`config.mk`:
```
export PLATFORM = sky130hd
export DESIGN_NAME = iloveyou_tx_flat
export DESIGN_NICKNAME = d
export VERILOG_FILES = /design/src/rtl/iloveyou_tx_if.sv /design/src/rtl/iloveyou_tx.sv /design/src/flat_wrapper.sv
export SDC_FILE = /design/constraint.sdc
export NUM_CORES = 1
export LEC_CHECK = 0
export CAP_MARGIN = 10
export CORE_MARGIN = 1.5
export CORE_UTILIZATION = 50
export DETAILED_ROUTE_END_ITERATION = 12
export PLACE_DENSITY = 0.71
export SLEW_MARGIN = 20
export SYNTH_ARGS = -nofsm -noshare
export SYNTH_HDL_FRONTEND = slang
export SYNTH_SLANG_ARGS = --single-unit
```
`constraint.sdc`:
```
create_clock -name clk -period 5.5 [get_ports clk]
set_clock_uncertainty 0.05 [all_clocks]
set_input_delay 0.55 -clock clk [delete_from_list [all_inputs] [get_ports clk]]
set_output_delay 0.55 -clock clk [all_outputs]
set_load 0.02 [all_outputs]
```
`src/rtl/iloveyou_tx_if.sv`:
```
// Character bus between the ILOVEYOU transmitter and its sink/controller.
// The master side is the transmitter: it takes the start request and
// ready, and drives the character stream and status.
interface iloveyou_tx_if;
    logic       start;
    logic [7:0] repeat_num;
    logic [7:0] case_mask;
    logic       data_ready;
    logic [7:0] data_out;
    logic       data_valid;
    logic [2:0] char_idx;
    logic       busy;
    logic       done;

    modport master (
        input  start, repeat_num, case_mask, data_ready,
        output data_out, data_valid, char_idx, busy, done
    );

    modport slave (
        output start, repeat_num, case_mask, data_ready,
        input  data_out, data_valid, char_idx, busy, done
    );
endinterface

```
`src/rtl/iloveyou_tx.sv`:
```
// ILOVEYOU byte-stream generator: sends the string repeat_num times, one
// character per valid/ready handshake, with optional per-character lowercase
// and GAP idle cycles after each accepted character. All outputs registered.
module iloveyou_tx #(
    parameter int unsigned GAP   = 0,
    parameter int unsigned GAP_W = 4
) (
    input  logic          clk,
    input  logic          rst,
    iloveyou_tx_if.master bus
);
    // Uppercase ROM, character i lives in bits [8*i +: 8]: "ILOVEYOU".
    localparam logic [63:0] ROM = 64'h55_4F_59_45_56_4F_4C_49;
    // Gap counter reload value; only meaningful when GAP > 0.
    localparam logic [GAP_W-1:0] GAP_LAST = GAP_W'((GAP == 0) ? 0 : GAP - 1);

    typedef enum logic [1:0] {
        ST_IDLE,
        ST_SEND,
        ST_GAP,
        ST_DONE
    } state_t;

    state_t           state_reg,      state_next;
    logic [2:0]       char_idx_reg,   char_idx_next;
    logic [7:0]       rep_reg,        rep_next;
    logic [7:0]       mask_reg,       mask_next;
    logic [GAP_W-1:0] gap_cnt_reg,    gap_cnt_next;
    logic [7:0]       data_out_reg,   data_out_next;
    logic             data_valid_reg, data_valid_next;
    logic             busy_reg,       busy_next;
    logic             done_reg,       done_next;

    logic [7:0] mask_src;
    logic [7:0] char_tab [8];
    logic       handshake;
    logic       last_char;
    logic [2:0] idx_inc;

    // The first character is loaded on the same edge that latches case_mask,
    // so in IDLE the case table must come straight from the input.
    assign mask_src  = (state_reg == ST_IDLE) ? bus.case_mask : mask_reg;
    assign handshake = data_valid_reg & bus.data_ready;
    assign last_char = (char_idx_reg == 3'd7) && (rep_reg == 8'd1);
    assign idx_inc   = char_idx_reg + 3'd1;

    // Case-adjusted character for every index.
    generate
        for (genvar gi = 0; gi < 8; gi++) begin : g_char
            assign char_tab[gi] = ROM[8*gi +: 8] + (mask_src[gi] ? 8'h20 : 8'h00);
        end
    endgenerate

    // Next-state and next-output logic.
    always_comb begin
        state_next      = state_reg;
        char_idx_next   = char_idx_reg;
        rep_next        = rep_reg;
        mask_next       = mask_reg;
        gap_cnt_next    = gap_cnt_reg;
        data_out_next   = data_out_reg;
        data_valid_next = data_valid_reg;
        busy_next       = busy_reg;
        done_next       = 1'b0;

        case (state_reg)
            ST_IDLE: begin
                if (bus.start) begin
                    mask_next     = bus.case_mask;
                    rep_next      = bus.repeat_num;
                    char_idx_next = 3'd0;
                    if (bus.repeat_num == 8'd0) begin
                        state_next      = ST_DONE;
                        done_next       = 1'b1;
                        busy_next       = 1'b0;
                        data_valid_next = 1'b0;
                    end else begin
                        state_next      = ST_SEND;
                        data_out_next   = char_tab[0];
                        data_valid_next = 1'b1;
                        busy_next       = 1'b1;
                    end
                end
            end

            ST_SEND: begin
                if (handshake) begin
                    if (last_char) begin
                        state_next      = ST_DONE;
                        done_next       = 1'b1;
                        busy_next       = 1'b0;
                        data_valid_next = 1'b0;
                    end else begin
                        // Index and repeat count advance on every accepted
                        // character; the repeat count drops on the 7->0 wrap.
                        char_idx_next = idx_inc;
                        if (char_idx_reg == 3'd7) begin
                            rep_next = rep_reg - 8'd1;
                        end
                        if (GAP == 0) begin
                            data_out_next = char_tab[idx_inc];
                        end else begin
                            state_next      = ST_GAP;
                            data_valid_next = 1'b0;
                            gap_cnt_next    = GAP_LAST;
                        end
                    end
                end
            end

            ST_GAP: begin
                // data_out keeps the last character while idling.
                if (gap_cnt_reg == '0) begin
                    state_next      = ST_SEND;
                    data_out_next   = char_tab[char_idx_reg];
                    data_valid_next = 1'b1;
                end else begin
                    gap_cnt_next = gap_cnt_reg - 1'b1;
                end
            end

            ST_DONE: begin
                state_next = ST_IDLE;
            end

            default: begin
                state_next = ST_IDLE;
            end
        endcase
    end

    // State and output registers with asynchronous clear.
    always_ff @(posedge clk or posedge rst) begin
        if (rst) begin
            state_reg      <= ST_IDLE;
            char_idx_reg   <= 3'd0;
            rep_reg        <= 8'd0;
            mask_reg       <= 8'd0;
            gap_cnt_reg    <= '0;
            data_out_reg   <= 8'h00;
            data_valid_reg <= 1'b0;
            busy_reg       <= 1'b0;
            done_reg       <= 1'b0;
        end else begin
            state_reg      <= state_next;
            char_idx_reg   <= char_idx_next;
            rep_reg        <= rep_next;
            mask_reg       <= mask_next;
            gap_cnt_reg    <= gap_cnt_next;
            data_out_reg   <= data_out_next;
            data_valid_reg <= data_valid_next;
            busy_reg       <= busy_next;
            done_reg       <= done_next;
        end
    end

    assign bus.data_out   = data_out_reg;
    assign bus.data_valid = data_valid_reg;
    assign bus.char_idx   = char_idx_reg;
    assign bus.busy       = busy_reg;
    assign bus.done       = done_reg;
endmodule
```
`src/flat_wrapper.sv`:
```
// flat-port wrapper written by rule: the top's interface ports become plain ports
module iloveyou_tx_flat 
#(
    parameter int unsigned GAP   = 0,
    parameter int unsigned GAP_W = 4
)
  (clk, rst, bus_start, bus_repeat_num, bus_case_mask, bus_data_ready, bus_data_out, bus_data_valid, bus_char_idx, bus_busy, bus_done);
  iloveyou_tx_if bus_i ();
  input  logic clk;
  input  logic rst;
  input wire logic [$bits(bus_i.start)-1:0] bus_start;
  input wire logic [$bits(bus_i.repeat_num)-1:0] bus_repeat_num;
  input wire logic [$bits(bus_i.case_mask)-1:0] bus_case_mask;
  input wire logic [$bits(bus_i.data_ready)-1:0] bus_data_ready;
  output wire logic [$bits(bus_i.data_out)-1:0] bus_data_out;
  output wire logic [$bits(bus_i.data_valid)-1:0] bus_data_valid;
  output wire logic [$bits(bus_i.char_idx)-1:0] bus_char_idx;
  output wire logic [$bits(bus_i.busy)-1:0] bus_busy;
  output wire logic [$bits(bus_i.done)-1:0] bus_done;
  assign bus_i.start = bus_start;
  assign bus_i.repeat_num = bus_repeat_num;
  assign bus_i.case_mask = bus_case_mask;
  assign bus_i.data_ready = bus_data_ready;
  assign bus_data_out = bus_i.data_out;
  assign bus_data_valid = bus_i.data_valid;
  assign bus_char_idx = bus_i.char_idx;
  assign bus_busy = bus_i.busy;
  assign bus_done = bus_i.done;
  iloveyou_tx #(.GAP(GAP), .GAP_W(GAP_W)) u_core (.clk(clk), .rst(rst), .bus(bus_i));
endmodule
```
==> out/metrics.yaml, run 1 <==
run_status:
  status: "completed"
timing:
  tightest_slew_ns: 1.02
  tns_ns: 0
  rsz0062_at_grt: "no"
  slew_headroom: 0.320
  setup_viol: 0
  period_needed_ns: 2.92
  drv_slew: 0
  fmax_mhz: 342
  final.setup.worst_slack_ns: 2.58
  finalHoldViolations: 0
  finalCritPeriodShare: 0.531
grt:
  grt_pass1_vias: 1762
  grtUsageTotal: 0.213
  grtUsageMet3: 0.0486
  grt-ovfl-total: 0
  busiest_layer: "met2"
  grt_antenna_before_repair: 0
  use_met2: 0.329
  grt_max_degree: 36
  met1_usage: 0.300
  grt_first_pass_wirelength_um: 8660
floorplan:
  die_area_um2: 5200
  start_util: 0.534
  num_rows: 24
  io_pins: 34
  die_h_um: 72.1
  core_um2: 4470
  die_w_um: 72.1
yosys:
  synth_seq_cells: 35
  syn_inst: 227
  async_flop_share: 1.00
  synth-main-ff-cell: "dfrtp_1"
  synth_fp_nets: 262
  synth_edf_count: 0
  ys_seq_area_frac: 0.366
  ys.warnings.count: 0
  synth_area_um2: 2390
  syn_avg_cell_area_um2: 10.5
  yosysUniqueCellTypes: 52
power:
  leakagePower_uw: 0.00117
  power.density_nw_per_um2: 574
  swShare: 0.420
  seqPwrFrac: 0.301
  pwr-share-clk: 0.132
  internal_power_uw: 913
  power_switching_uw: 661
  vdd_drop_max_mv: 0.233
  combPwrFrac: 0.568
critical_path:
  worstPathRequired_ns: 5.61
  path_max_fanout: 17
  crit_type: "register to register"
  reg2reg_slack_ns: 2.58
  r2r_end: "u_core.bus.data_out[5]"
  worstPathCellList: "inv_1, ha_1, mux4_1, mux2_2, a22o_1, a2111oi_2, o31ai_1"
  cp_slowest_stage_delay_ns: 0.63
  cp-start-kind: "register"
  endpoint_kind: "register"
  reg2reg_depth: 7
  r2r-start: "u_core.state_reg[0]"
  arrival_ns: 3.03
  cpMaxStageDelayCell: "mux4_1"
drt:
  drc: 0
  wl_um: 4860
  via_per_inst: 5.91
  first_pass_iters: 4
  drt_iter0_markers: 103
  wl_per_cell_um: 15.9
  vias: 1807
  ant_nets: 0
clock_tree:
  clkLatencyLatePin_ns: 0.29
  clk_path_buf_depth: 2
  cts_tree: "yes"
  post_cts_buffers: 0
  cts_root_buf: "clkbuf_8"
  clkTransAtPathRegs_ns: 0.07
  cts_buffers: 5
  post_cts_resized: 0
  cts_sinks: 35
  cts_hold_buffers: 0
  h-tree-depth: 2
placement:
  dp_cells: 298
  gp_congestion: 0.781
  portBuffers: 32
  dp_hpwl_um: 3430
  place_ws_ns: 2.59
final_layout:
  register_area_um2: 876
  final_cell_mix: "35 x dfrtp_1, 32 x clkdlybuf4s50_1, 25 x nand2_1"
  finalNonFillerCells: 306
  nFillCells: 393
  nets: 288
  multi_input_area_um2: 1330
  area_growth_pct: 14.8
  post_route_cells_drive_above_1_share: 0.122
  diodes: 0
  final_common_cell: "dfrtp_1"
  utilization: 0.613
hold_path:
  hold-path-endpoint: "u_core.bus.data_out[6]"
  worstHoldStart: "u_core.bus.data_out[6]"
  holdCritPathClass: "register to register"
  whs_path_depth: 1
run:
  cap_violations: 0
## cell usage after synthesis (3+ instances only)
master | number | area (um2)
mux2_2 | 15 | 169
nand3_1 | 3 | 15.0
a21oi_1 | 11 | 55.1
nor2_1 | 4 | 15.0
or2_2 | 4 | 25.0
o21ai_0 | 13 | 65.1
inv_1 | 11 | 41.3
mux4_1 | 6 | 158
nand2_1 | 25 | 93.8
mux2i_1 | 6 | 60.1
a22oi_1 | 3 | 22.5
clkbuf_1 | 4 | 15.0
o31ai_1 | 5 | 37.5
clkbuf_8 | 6 | 82.6
ha_1 | 15 | 188
dfrtp_1 | 35 | 876
buf_6 | 3 | 33.8
nand2b_1 | 5 | 31.3
o22ai_1 | 9 | 56.3
a21o_1 | 4 | 30.0
## power by group through the flow
stage               Combinational (uW)  Sequential, uW  Clock [uW]
detailed placement                 894             478           0
CTS                                897             474         215
finish                             894             473         207
floorplan                          721             481           0
global route                       995             493         227
global placement                   874             473           0
## how the worst max path moves through the flow
stage                                    from                endpoint  slack [ns]  cells after the start
after floorplan           u_core.state_reg[0]  u_core.bus.data_out[5]        3.13                      8
after global placement    u_core.state_reg[0]  u_core.bus.data_out[5]        2.69                      7
after detailed placement  u_core.state_reg[0]  u_core.bus.data_out[5]        2.59                      7
after CTS                 u_core.state_reg[0]  u_core.bus.data_out[5]        2.58                      7
after global routing      u_core.state_reg[1]  u_core.bus.data_out[3]        2.39                      6
final                     u_core.state_reg[0]  u_core.bus.data_out[5]        2.58                      7
## layout make-up
cell class	count	share of cell area
multi-input cells	167	0.486
clock buffers	8	0.0365
flip-flops and latches	35	0.319
repair buffers	33	0.119
well taps	52	0.0237
inverters	11	0.0150
## stage by stage
| stage | area, um2 | power [uW] | hold WS (ns) |
|---|---|---|---|
| 3_5_place_dp | 2640 | 1370 | 0.401 |
| 6_report | 2740 | 1570 | 0.414 |
| 4_1_cts | 2740 | 1590 | 0.423 |
| 2_1_floorplan | 2390 | 1200 | 0.398 |
| 5_1_grt | 2740 | 1710 | 0.447 |
| 3_3_place_gp | 2640 | 1350 | 0.399 |
## logic make-up after synthesis
kind of cell    count (synthesis)  share of synthesized area
compound gates                 61                      0.172
simple gates                   61                      0.137
flops                          35                      0.366
mux                            27                      0.162
buf+inv                        25                     0.0754
fa+ha+maj                      15                     0.0785
xor+xnor                        2                    0.00733
other cells                     1                    0.00157
## routing by layer
metal / wire, um / vias to the layer above
li1: - / 892
met1: 2390 / 875
met2: 2250 / 35
met3: 168 / 5
met4: 46 / 0
met5: 0 / -
## critical path, delay by kind of cell, from the launching register on
kind	cells	cell delay [ns]
AO/OA/AOI/OAI	3	0.66
buffers and inverters	1	0.14
adder cells (fa/ha/maj)	1	0.60
multiplexers	2	0.91
flip-flops	1	0.41
Note: power is estimated with default switching activity, not from simulation.
==> run 2: changes to the inputs <==
- CORE_UTILIZATION: 50 -> 49
- PLACE_DENSITY: 0.71 -> 0.73
- clock period: 5.5 -> 2.41 ns (I/O delays scaled with it)
==> run 2 against run 1 <==
  * First-iteration DRC count fell by 22%
  * Largest power group unchanged
  * Sequential share of layout area fell by 2.6 points
  * Power grew to 2.6 times the previous value
  * Clock power is 100% higher
  * Fmax increased by 25%
  * Non-clock buffer count grew 24
==> out/metrics.yaml, run 2 (synthesis gave the netlist of run 1 again) <==
run_status:
  status: "completed"
grt:
  grt_first_pass_wirelength_um: 8930
  grt_max_degree: 36
  grt_pass1_vias: 1900
  grt_antenna_before_repair: 0
  grtUsageTotal: 0.218
  grt-ovfl-total: 0
critical_path:
  cp-start-kind: "register"
  arrival_ns: 2.47
  worstPathRequired_ns: 2.53
  endpoint_kind: "register"
  r2r-start: "u_core.state_reg[0]"
  r2r_end: "u_core.bus.data_out[5]"
  cp_slowest_stage_delay_ns: 0.56
  reg2reg_slack_ns: 0.07
  worstPathCellList: "inv_1, ha_4, mux4_1, mux2_2, a22o_1, a2111oi_4, o31ai_1"
  path_max_fanout: 4
  crit_type: "register to register"
  cpMaxStageDelayCell: "mux4_1"
  reg2reg_depth: 7
timing:
  finalCritPeriodShare: 0.973
  finalHoldViolations: 0
  period_needed_ns: 2.34
  rsz0062_at_grt: "yes"
  slew_headroom: 0.659
  whs_ns: 0.317
  tightest_slew_ns: 0.505
  drv_slew: 0
  fmax_mhz: 427
  setup_viol: 0
power:
  power.density_nw_per_um2: 1350
  finalPower_uw: 4040
  leakagePower_uw: 0.00130
  vdd_drop_max_mv: 0.628
floorplan:
  start_util: 0.506
  die_h_um: 72.8
  core_um2: 4720
  io_pins: 34
  die_area_um2: 5300
  num_rows: 25
  die_w_um: 72.8
drt:
  drc: 0
  wl_um: 5430
  wl_per_cell_um: 15.8
  drt_iter0_markers: 80
  ant_nets: 0
  first_pass_iters: 4
  vias: 1970
  via_per_inst: 5.71
final_layout:
  post_route_cells_drive_above_1_share: 0.205
  nFillCells: 396
  register_area_um2: 876
  fin_area_um2: 2990
  final_common_cell: "dfrtp_1"
  multi_input_area_um2: 1360
  final_cell_mix: "35 x dfrtp_1, 32 x clkdlybuf4s50_1, 25 x nand2_1"
  utilization: 0.632
  diodes: 0
  area_growth_pct: 25.0
  nets: 312
clock_tree:
  clkLatencyLatePin_ns: 0.29
  cts_sinks: 35
  cts_buffers: 5
  clk_path_buf_depth: 2
  clkTransAtPathRegs_ns: 0.08
  h-tree-depth: 2
  cts_root_buf: "clkbuf_8"
  cts_tree: "yes"
placement:
  gp_congestion: 0.784
  portBuffers: 32
  dp_hpwl_um: 3940
  postPlaceCellArea_um2: 2820
run:
  cap_violations: 0
hold_path:
  holdCritPathClass: "primary input to async pin"
## run 2: layer usage
| layer | up-vias | track usage | share of wire |
|---|---|---|---|
| met3 | 10 | 0.0497 | 0.047 |
| met4 | 0 | 0.0734 | 0.016 |
| li1 | 940 | - | - |
| met2 | 57 | 0.358 | 0.49 |
| met1 | 963 | 0.284 | 0.45 |
| met5 | - | 0 | 0 |
## run 2: repair_timing
item	4_1_cts	5_1_grt
endpoints found under the setup margin	1	6
pin swaps	0	3
gates resized for setup	1	4
cloned	0	1
buffers inserted	0	4
hold buffers	0	0
## run 2: cell type report
| type | count | area share |
|---|---|---|
| Sequential cell | 35 | 0.293 |
| Tap cell | 67 | 0.0281 |
| Timing Repair Buffer | 57 | 0.181 |
| Clock inverter | 3 | 0.00503 |
| Multi-Input combinational cell | 167 | 0.455 |
| Inverter | 11 | 0.0138 |
| Clock buffer | 5 | 0.0230 |
## run 2: how the worst max path moves through the flow
stage,depth (start not counted),from,to,slack [ns]
after floorplan,8,u_core.state_reg[0],u_core.bus.data_out[5],0.04
after global placement,8,u_core.state_reg[0],u_core.bus.data_out[5],0.09
after detailed placement,8,u_core.state_reg[1],u_core.bus.data_out[5],-0.02
after CTS,7,u_core.state_reg[1],u_core.bus.data_out[5],0.02
after global routing,7,u_core.state_reg[1],u_core.bus.data_out[5],-0.04
final,7,u_core.state_reg[0],u_core.bus.data_out[5],0.07
## run 2: where the power goes
part	switching (uW)	leakage (uW)	internal (uW)
Clock	216	0.0000477	198
Combinational	1260	0.000824	1340
Sequential	194	0.000428	833
## run 2: stage by stage
step / TNS, ns / setup WS, ns / std cells
4_1_cts: 0 / 0.0190 / 340
3_5_place_dp: -0.0247 / -0.0247 / 332
3_3_place_gp: 0 / 0.0904 / 332
5_1_grt: -0.0416 / -0.0416 / 345
6_report: 0 / 0.0660 / 345
2_1_floorplan: 0 / 0.0428 / 227
## run 2: critical path: cells and delay by family (launching register included)
kind                     cells  cell delay (ns)
multiplexers                 2             0.83
AO/OA/AOI/OAI                3             0.68
buffers and inverters        1             0.11
adder cells (fa/ha/maj)      1             0.18
flip-flops                   1             0.38
==> run 3: changes to the inputs <==
- CORE_UTILIZATION: 49 -> 35
- PLACE_DENSITY: 0.73 -> 0.54
==> run 3 against run 2 <==
  * The flow now finishes with violations (DRC)
  * Wire length is 3.0% lower
  * Setup slack better by 0.10 ns
  * Largest cell class unchanged
  * Flip-flop and latch count stayed put
  * Largest power group unchanged
  * Clock power hardly changed
  * Critical endpoint unchanged
  * Cell count is 2.9% higher
  * Die area is 38% higher
  * Power is 4.1% lower
  * Utilization is 17 points lower
  * Highest routed layer unchanged
  * Sequential power hardly changed
==> out/metrics.yaml, run 3 (synthesis gave the netlist of run 1 again) <==
run_status:
  status: "finished with violations"
  violations: "DRC"
final_layout:
  register_area_um2: 876
  fin_area_um2: 2960
  final_cell_mix: "35 x dfrtp_1, 32 x clkdlybuf4s50_1, 25 x nand2_1"
  utilization: 0.458
  post_route_cells_drive_above_1_share: 0.201
  area_growth_pct: 23.7
  finalNonFillerCells: 355
  diodes: 0
  multi_input_area_um2: 1350
  final_common_cell: "dfrtp_1"
  nFillCells: 635
  nets: 312
clock_tree:
  clk_path_buf_depth: 2
  cts_root_buf: "clkbuf_8"
  clkLatencyLatePin_ns: 0.29
  cts_sinks: 35
  h-tree-depth: 2
  clkTransAtPathRegs_ns: 0.07
  cts_tree: "yes"
  cts_buffers: 5
grt:
  busiest_layer: "met2"
  grtUsageTotal: 0.154
  use_met2: 0.249
  met1_usage: 0.208
  grtUsageMet3: 0.0318
  grt_first_pass_wirelength_um: 8920
  grt_antenna_before_repair: 0
  grt_max_degree: 36
  grt_pass1_vias: 1853
  grt-ovfl-total: 0
timing:
  finalCritPeriodShare: 0.930
  fmax_mhz: 446
  rsz0062_at_grt: "no"
  setup_viol: 0
  tns_ns: 0
  drv_slew: 0
  period_needed_ns: 2.24
  finalHoldViolations: 0
critical_path:
  worstPathCellList: "inv_1, ha_4, mux4_1, mux2_2, a22o_1, a2111oi_2, o31ai_1"
  reg2reg_slack_ns: 0.17
  cpMaxStageDelayCell: "mux4_1"
  worstPathRequired_ns: 2.53
  arrival_ns: 2.37
  cp-start-kind: "register"
  cp_slowest_stage_delay_ns: 0.55
  endpoint_kind: "register"
  startpoint: "u_core.state_reg[1]"
  r2r-start: "u_core.state_reg[1]"
  reg2reg_depth: 7
  r2r_end: "u_core.bus.data_out[5]"
  crit_type: "register to register"
  path_max_fanout: 4
drt:
  ant_nets: 0
  drt_iter0_markers: 62
  wl_um: 5270
  drc: 2
  via_per_inst: 5.25
  wl_per_cell_um: 14.8
  first_pass_iters: 8
  vias: 1864
floorplan:
  start_util: 0.370
  die_area_um2: 7330
  die_w_um: 85.6
  die_h_um: 85.6
  core_um2: 6460
  io_pins: 34
  num_rows: 29
power:
  power_switching_uw: 1590
  internal_power_uw: 2290
  seqPwrFrac: 0.263
  leakagePower_uw: 0.00128
  swShare: 0.410
  combPwrFrac: 0.630
  finalPower_uw: 3880
  vdd_drop_max_mv: 0.545
  power.density_nw_per_um2: 1310
  pwr-share-clk: 0.107
hold_path:
  holdCritPathClass: "primary input to async pin"
placement:
  portBuffers: 32
  dp_cells: 346
  gp_congestion: 0.802
  dp_hpwl_um: 3900
  postPlaceCellArea_um2: 2850
run:
  cap_violations: 0
## run 3: final cells by class
cell class / count / area share
sequential: 35 / 0.296
multi-input combinational: 167 / 0.455
clock inverter: 1 / 0.00169
inverter: 11 / 0.0140
tap: 77 / 0.0326
timing repair buffer: 57 / 0.174
clock buffer: 7 / 0.0258
## run 3: metal layers
metal | wire length [um] | vias up | share of wire
li1 | - | 939 | -
met1 | 2530 | 892 | 0.48
met2 | 2490 | 29 | 0.47
met3 | 186 | 4 | 0.035
met4 | 60 | 0 | 0.011
met5 | 0 | - | 0
## run 3: through the flow
stage | hold WS (ns) | setup slack (ns)
after floorplan | 0.342 | 0.0428
after global placement | 0.406 | 0.0871
after detailed placement | 0.417 | 0.0477
after CTS | 0.332 | 0.0287
after global routing | 0.352 | 0.0130
final | 0.308 | 0.168
## run 3: how the worst max path moves through the flow
stage | end | slack [ns] | cells past startpoint
final | u_core.bus.data_out[5] | 0.17 | 7
after detailed placement | u_core.bus.data_out[5] | 0.05 | 7
after global placement | u_core.bus.data_out[5] | 0.09 | 7
after floorplan | u_core.bus.data_out[5] | 0.04 | 8
after CTS | u_core.bus.data_out[5] | 0.03 | 7
after global routing | u_core.bus.data_out[5] | 0.01 | 8
## run 3: power by group through the flow
stage / Combinational, uW / Sequential [uW] / Clock (uW)
after floorplan: 1650 / 1100 / 0
after global placement: 2390 / 1030 / 0
after detailed placement: 2400 / 1030 / 0
final: 2440 / 1020 / 415
after CTS: 2410 / 1020 / 432
after global routing: 2690 / 1060 / 462
## run 3: worst max-delay path, delay by kind of cell, from the launching register on
family                   cells  cell delay (ns)
multiplexers                 2             0.83
AO/OA/AOI/OAI                3             0.57
flip-flops                   1             0.38
adder cells (fa/ha/maj)      1             0.18
buffers and inverters        1             0.11
## run 3: what timing repair did
action | in CTS | in global routing
setup buffers | 0 | 1
resized for setup | 0 | 5
setup endpoints to repair | 0 | 4
hold buffers | 0 | 0
